**config.mk**
```make
export PLATFORM = sky130hd
export DESIGN_NAME = reg_bank_loader
export DESIGN_NICKNAME = d
export VERILOG_FILES = /design/src/rtl/reg_bank_loader.sv
export SDC_FILE = /design/constraint.sdc
export NUM_CORES = 2
export LEC_CHECK = 0
export ABC_AREA = 1
export ABC_CLOCK_PERIOD_IN_PS = 4950
export BUFFER_PORTS_ARGS = -buffer_cell sky130_fd_sc_hd__buf_4
export CAP_MARGIN = 10
export CORE_AREA = 2 2 421 423
export CTS_CLUSTER_DIAMETER = 150
export CTS_CLUSTER_SIZE = 14
export DETAILED_ROUTE_END_ITERATION = 16
export DIE_AREA = 0 0 423 425
export PLACE_DENSITY_LB_ADDON = 0.25
export SETUP_SLACK_MARGIN = 0.1
export SKIP_LAST_GASP = 1
export SLEW_MARGIN = 20
export SYNTH_ARGS = -nofsm -noshare
export SYNTH_HDL_FRONTEND = slang
export SYNTH_SLANG_ARGS = --single-unit
```
**constraint.sdc**
```tcl
create_clock -name clk -period 4.95 [get_ports clk]
set_clock_uncertainty 0.1 [all_clocks]
set_input_delay 0.495 -clock clk [delete_from_list [all_inputs] [get_ports clk]]
set_output_delay 0.495 -clock clk [all_outputs]
set_load 0.03 [all_outputs]
```
**src/rtl/reg_bank_loader.sv**
```systemverilog
// Purpose : streams 16-bit words into consecutive entries of a 64 x 16 register bank, one frame per start.
// Latency : a word accepted at a clock edge appears on Reg_Outs right after that edge (registered write).
// Backpressure: in_ready is high only in LOAD. No word is taken in IDLE or DONE, and starts arriving outside IDLE are dropped.
//
// Ports:
//   clk, rst            - clock and synchronous active-high reset
//   start               - frame start command (IDLE only); base_addr / load_len sampled with it
//   in_valid/in_data    - word stream; in_ready - word accepted when in_valid & in_ready
//   Reg_Outs            - flattened bank, entry i at [DATA_W*i +: DATA_W]
//   wr_ptr              - entry the next accepted word goes to
//   busy / done         - busy in LOAD and DONE; done is a one-cycle end-of-frame pulse
module reg_bank_loader #(
   parameter int DATA_W = 16,
   parameter int DEPTH  = 64,
   parameter int ADDR_W = 6        // must be log2(DEPTH): wr_ptr wraps by overflow
) (
   input  logic                      clk,
   input  logic                      rst,
   input  logic                      start,
   input  logic [ADDR_W-1:0]         base_addr,
   input  logic [ADDR_W:0]           load_len,
   input  logic                      in_valid,
   input  logic [DATA_W-1:0]         in_data,
   output logic                      in_ready,
   output logic [DEPTH*DATA_W-1:0]   Reg_Outs,
   output logic [ADDR_W-1:0]         wr_ptr,
   output logic                      busy,
   output logic                      done
);

   localparam logic [1:0] ST_IDLE = 2'd0;
   localparam logic [1:0] ST_LOAD = 2'd1;
   localparam logic [1:0] ST_DONE = 2'd2;

   localparam logic [ADDR_W:0]   MAX_LEN = (ADDR_W+1)'(DEPTH);
   localparam logic [ADDR_W-1:0] PTR_ONE = 1;
   localparam logic [ADDR_W:0]   CNT_ONE = 1;

   logic [1:0]              state_q, state_d;
   logic [DEPTH*DATA_W-1:0] bank_q, bank_d;
   logic [ADDR_W-1:0]       wr_ptr_q, wr_ptr_d;
   logic [ADDR_W:0]         cnt_q, cnt_d;
   logic [ADDR_W:0]         len_q, len_d;
   logic [ADDR_W:0]         len_clamped;

   always_comb begin
      state_d     = state_q;
      bank_d      = bank_q;
      wr_ptr_d    = wr_ptr_q;
      cnt_d       = cnt_q;
      len_d       = len_q;
      // Oversized requests load the whole bank once rather than wrapping onto themselves.
      len_clamped = (load_len > MAX_LEN) ? MAX_LEN : load_len;

      case (state_q)
         ST_IDLE: begin
            // A zero-length start would finish without a word; it is dropped instead.
            if (start && (load_len != '0)) begin
               len_d    = len_clamped;
               wr_ptr_d = base_addr;
               cnt_d    = '0;
               state_d  = ST_LOAD;
            end
         end
         ST_LOAD: begin
            // in_ready is implied by being in LOAD, so in_valid alone marks an accept.
            if (in_valid) begin
               bank_d[int'(wr_ptr_q)*DATA_W +: DATA_W] = in_data;
               wr_ptr_d = wr_ptr_q + PTR_ONE;   // natural overflow gives the modulo-DEPTH wrap
               cnt_d    = cnt_q + CNT_ONE;
               if (cnt_d == len_q) begin
                  state_d = ST_DONE;
               end
            end
         end
         ST_DONE: begin
            state_d = ST_IDLE;
         end
         default: begin
            state_d = ST_IDLE;
         end
      endcase
   end

   always_ff @(posedge clk) begin
      if (rst) begin
         state_q  <= ST_IDLE;
         bank_q   <= '0;
         wr_ptr_q <= '0;
         cnt_q    <= '0;
         len_q    <= '0;
      end else begin
         state_q  <= state_d;
         bank_q   <= bank_d;
         wr_ptr_q <= wr_ptr_d;
         cnt_q    <= cnt_d;
         len_q    <= len_d;
      end
   end

   assign in_ready = (state_q == ST_LOAD);
   assign busy     = (state_q != ST_IDLE);
   assign done     = (state_q == ST_DONE);
   assign Reg_Outs = bank_q;
   assign wr_ptr   = wr_ptr_q;

endmodule

```
# Word level (Yosys, flattened, before mapping)

Cells that the tools add are included.

Register bits after elaboration: 1046
Bits in latches: 0
Memory bits (writable): 0
ROM bits: 0
Input bits: 33
Output and inout port bits: 1033
Word-level logic and storage cells: 38
Memories: 0

Add/subtract/negate cells: 3
Multipliers: 0
Divide/modulo/power cells: 0
$lt $le $gt $ge: 1
Equal/unequal tests: 6
Shift-type cells: 2
Mux-type cells: 12
Bitwise gates (word level): 0
Reduce and logical (&&, ||, !) cells: 9

Operators by type and width:

| cell                         | number |
|---|---|
| $bwmux W1024                 | 1 |
| $shift A16 B33 Y1024 const A | 1 |
| $shiftx A16 B33 Y1024        | 1 |
| $neg A10 Y33                 | 1 |
| $mux W7                      | 3 |
| $pmux W7 S2                  | 1 |
| $mux W6                      | 2 |
| $pmux W6 S2                  | 1 |
| $add A7 B1 Y7 const B        | 1 |
| $eq A7 B7 Y1                 | 1 |
| $gt A7 B7 Y1 const B         | 1 |
| $reduce_bool A7 Y1           | 1 |
| $add A6 B1 Y6 const B        | 1 |
| $mux W2                      | 3 |
| $reduce_and A3 Y1            | 2 |
| $ne A2 B2 Y1 const B         | 2 |
| $pmux W2 S2                  | 1 |
| $reduce_and A2 Y1            | 2 |
| $reduce_bool A2 Y1           | 2 |
| $eq A2 B1 Y1 const B         | 1 |
| $eq A2 B2 Y1 const B         | 1 |
| $logic_not A2 Y1             | 1 |
| $ne A2 B1 Y1 const B         | 1 |
| $logic_and A1 B1 Y1          | 1 |

# Longest topological paths before layout

Word-level depth: 5
Depth in mapped cells: 16
Mapped depth without buffers: 13

# Least setup slack after synthesis

No wires, ideal clock.

Kind: reg2reg
From: reg wr_ptr_q[0], in the netlist wr_ptr[0]
To: reg bank_q[616], in the netlist Reg_Outs[616]
Setup time: 113 ps
Arrival: 3042 ps
Required time: 4737 ps
Slack: 1695 ps
Stages on the path, launching flop included: 16
Path buffers: 6
Clock period less this slack: 3255 ps
Path through: dfxtp_1 inv_2 clkbuf_1 buf_1 ha_1 nand2_1 o21ai_0 o21ai_2 inv_2 buf_2 buf_2 clkbuf_1 clkbuf_1 nand4_1 nand2_1 nor2_1

Cells in the longest elaborated chain, start to end: 3
Elaborated cells on any way between the ends: 4
Classes of those cells: add/sub (1); shift (2); mux (1)

RTL lines:

| what                                                                 | RTL line | text |
|---|---|---|
| start, declared                                                      | 41       | `logic [ADDR_W-1:0] wr_ptr_q, wr_ptr_d;` |
| start signal, assigned                                               | 95       | `wr_ptr_q <= wr_ptr_d;` |
| $neg A10 Y33 *                                                       | 68       | `bank_d[int'(wr_ptr_q)*DATA_W +: DATA_W] = in_data;` |
| $shiftx A16 B33 Y1024 / $shift A16 B33 Y1024 (equally long branches) | 68       |  |
| $bwmux W1024 *                                                       | 68       |  |
| end signal, assigned                                                 | 94       | `bank_q <= bank_d;` |
| end, declared                                                        | 40       | `logic [DEPTH*DATA_W-1:0] bank_q, bank_d;` |

Every way passes the cells marked *; elsewhere a longest branch is shown, timed or not.
A chain may end at the register's enable or synchronous reset.

# Worst setup path in the final report

From: reg wr_ptr_q[1], in the netlist wr_ptr[1]
To: reg bank_q[27], in the netlist Reg_Outs[27]

Same word-level chain as after synthesis.

==> results.ini <==
[floorplan]
pin_count = 1066
die_x_um = 423
start_util = 0.253
fp.dieH_um = 425
core_um2 = 175000
fp.dieArea_um2 = 180000
num_rows = 154

[status]
status = finished, final reports clean

[cts]
cts_inserted_buffers = 85
cts_root_buffer = clkbuf_16
htreeDepth = 3
cts_tree = yes
post_cts_buffers = 0
cts_sinks = 1046
cts_resized = 0
clockBufferDepth = 3
insertion_delay_ns = 0.74
clkTransAtPathRegs_ns = 0.08

[worst_setup_path]
start_kind = flop
critPathMaxFanout = 47
crit_type = reg -> reg
crit_required_ns = 5.48
crit_arrival_ns = 4.71
end_kind = flop

[min_path]
hp-class = in -> reg

[placed_design]
gp_congestion = 0.917
dpl.hpwl_mm = 184
pre_cts_slack_ns = 0.752
numPortBuffers = 1065

[yosys]
syn-mean-instance-area_um2 = 6.59
synth_top_area_share = 0.471
yosysUniqueCellTypes = 33
yosysTopAreaCell = dfxtp_1
syn-num-nets = 6779
synthTopCellsByCount = nor2_1 (1,999), nand2_1 (1,375), dfxtp_1 (1,046), inv_1 (712), o21ai_0 (403)
yosysWarnings = 0
async_flop_share = 0
synth_edf_count = 0
ys_ff_latch = 1046
synth.most_common_cell = nor2_1
synth.area.top_cells = dfxtp_1 (47%), nor2_1 (17%), nand2_1 (12%), inv_1 (6.0%), o21ai_0 (4.5%)
ys.flop_type = dfxtp_1
seq_area_frac_synth = 0.471
synthesis.area_um2 = 44400
synth_cells = 6742

[sta]
grt_setup_unrepaired = false
timing.setup.tns_ns = 0
fmax_mhz = 239
fin_crit_ns = 4.18
hold_viol = 0
drv_slew = 0
tightest_slew_ns = 1.25
slew_headroom = 0.162
final.period_utilization = 0.844
layout_setup_ws_ns = 0.770
setup_violations = 0

[detailed_routing]
drcViolationCount = 0
drt_pass1_iterations = 6
routed_wl_mm = 245
vias = 46500
postRouteAntennaNets = 0
viasPerCell = 4.69
drtIter0Drc = 4696
wl_per_cell_um = 24.7

[grt]
overflow = 0
grt_pass1_vias = 43200
grt_pass1_wl_mm = 336
antenna_found_initial = 5
grt.total_usage = 0.260
grt_max_degree = 129

[pwr]
worst_ir_drop_vdd_mv = 0.222
power.internal_uw = 12000
p_per_area_nw_per_um2 = 311
switching_power_uw = 5770
pwr-share-clk = 0.365
switching_share = 0.325
p_comb_frac = 0.158
p_seq_frac = 0.477
p_leak_uw = 0.0274

[finish]
drive_above_1_share = 0.179
final_util = 0.326
syn_to_final_growth_pct = 28.6
finalNetCount = 7609

[flow_run]
maxCapViolations = 0

==> sequential cells by signal, summed over array words and instances, names as in the netlist <==
signal	flops
Reg_Outs	1024
cnt_q	7
len_q	7
state_q	2
wr_ptr	6
==> metrics by stage <==
step | power (uW) | cell area (um^2) | instances | hold WS, ns
floorplan | 10100 | 44400 | 6742 | 0.353
global placement | 11500 | 54800 | 9813 | 0.337
detailed placement | 11500 | 54800 | 9813 | 0.338
CTS | 17900 | 57200 | 9918 | 0.00961
global route | 18300 | 57200 | 9918 | 0.0822
finish | 17800 | 57200 | 9920 | 0.0969
==> placed cells by master (no fill, tap or decap), drive strengths merged, types with 2 or more instances in the layout <==
cell type	count
nor2	2016
nand2	1380
buf	1175
dfxtp	1046
inv	731
o21ai	449
nand4	315
a21oi	178
nor3	89
clkbuf	87
nand3	64
dlygate4sd3	12
o21bai	11
clkinv	6
nand3b	4
ha	4
a31oi	3
diode	2
clkinvlp	2
xor2	2
==> power by group through the flow <==
| stage | sequential [uW] | combinational [uW] | clock (uW) |
|---|---|---|---|
| 6_report | 8480 | 2810 | 6480 |
| 5_1_grt | 8480 | 2950 | 6910 |
| 4_1_cts | 8480 | 2800 | 6640 |
| 3_5_place_dp | 8680 | 2790 | 0 |
| 3_3_place_gp | 8680 | 2790 | 0 |
| 2_1_floorplan | 8730 | 1410 | 0 |
==> critical path, cell delays in order, from the launching register on <==
cell and delay [ns]:
dfxtp_1 0.38, inv_1 0.09, ha_2 0.19, nand2_1 0.18, nand2_4 0.14, inv_4 0.48, nand4_4 0.37, nor2_4 0.85
nand3_1 0.83, nand2_1 0.22, inv_1 0.05, nor2_1 0.10
==> logic make-up (layout without fill, tap and decap cells) <==
kind of cell	count (synthesis)	in the layout	share of synthesized area
AND/OR/NAND/NOR	3869	3869	0.352
buffers and inverters	1177	2013	0.101
flip-flops	1046	1046	0.471
AO/OA/AOI/OAI	643	643	0.0733
adder cells (fa/ha/maj)	4	4	0.00113
XOR/XNOR	3	3	0.00101
other	0	2	0
==> worst paths after layout <==
check                           slack [ns]   startpoint  cells past startpoint            to
worst min register to register        0.35  Reg_Outs[3]                      2   Reg_Outs[3]
worst max-delay path                  0.77    wr_ptr[1]                     11  Reg_Outs[27]
worst min-delay path                   0.1  load_len[6]                      6      len_q[2]
worst max register to register        0.77    wr_ptr[1]                     11  Reg_Outs[27]
==> final cells by class <==
class	count	area (um^2)
diodes	2	5.00
clock buffers	87	2170
inverters	733	2780
well taps	2340	2930
clock inverters	6	82.6
multi-input cells	4519	19200
flip-flops and latches	1046	20900
repair buffers	1187	9080
fillers	19200	118000
==> layer usage <==
metal	global-route usage	wire, um	vias to the layer above
met4	0.154	16400	2
met3	0.0523	16700	419
li1	-	-	22400
met2	0.445	118000	1844
met5	0	11	-
met1	0.301	94100	21900
==> repair_timing <==
| item | 4_1_cts | 5_1_grt |
|---|---|---|
| endpoints found under the setup margin | 0 | 0 |
| endpoints found under the hold margin | 8 | 0 |
| hold buffers | 12 | 0 |
Note: power is estimated with default switching activity, not from simulation.
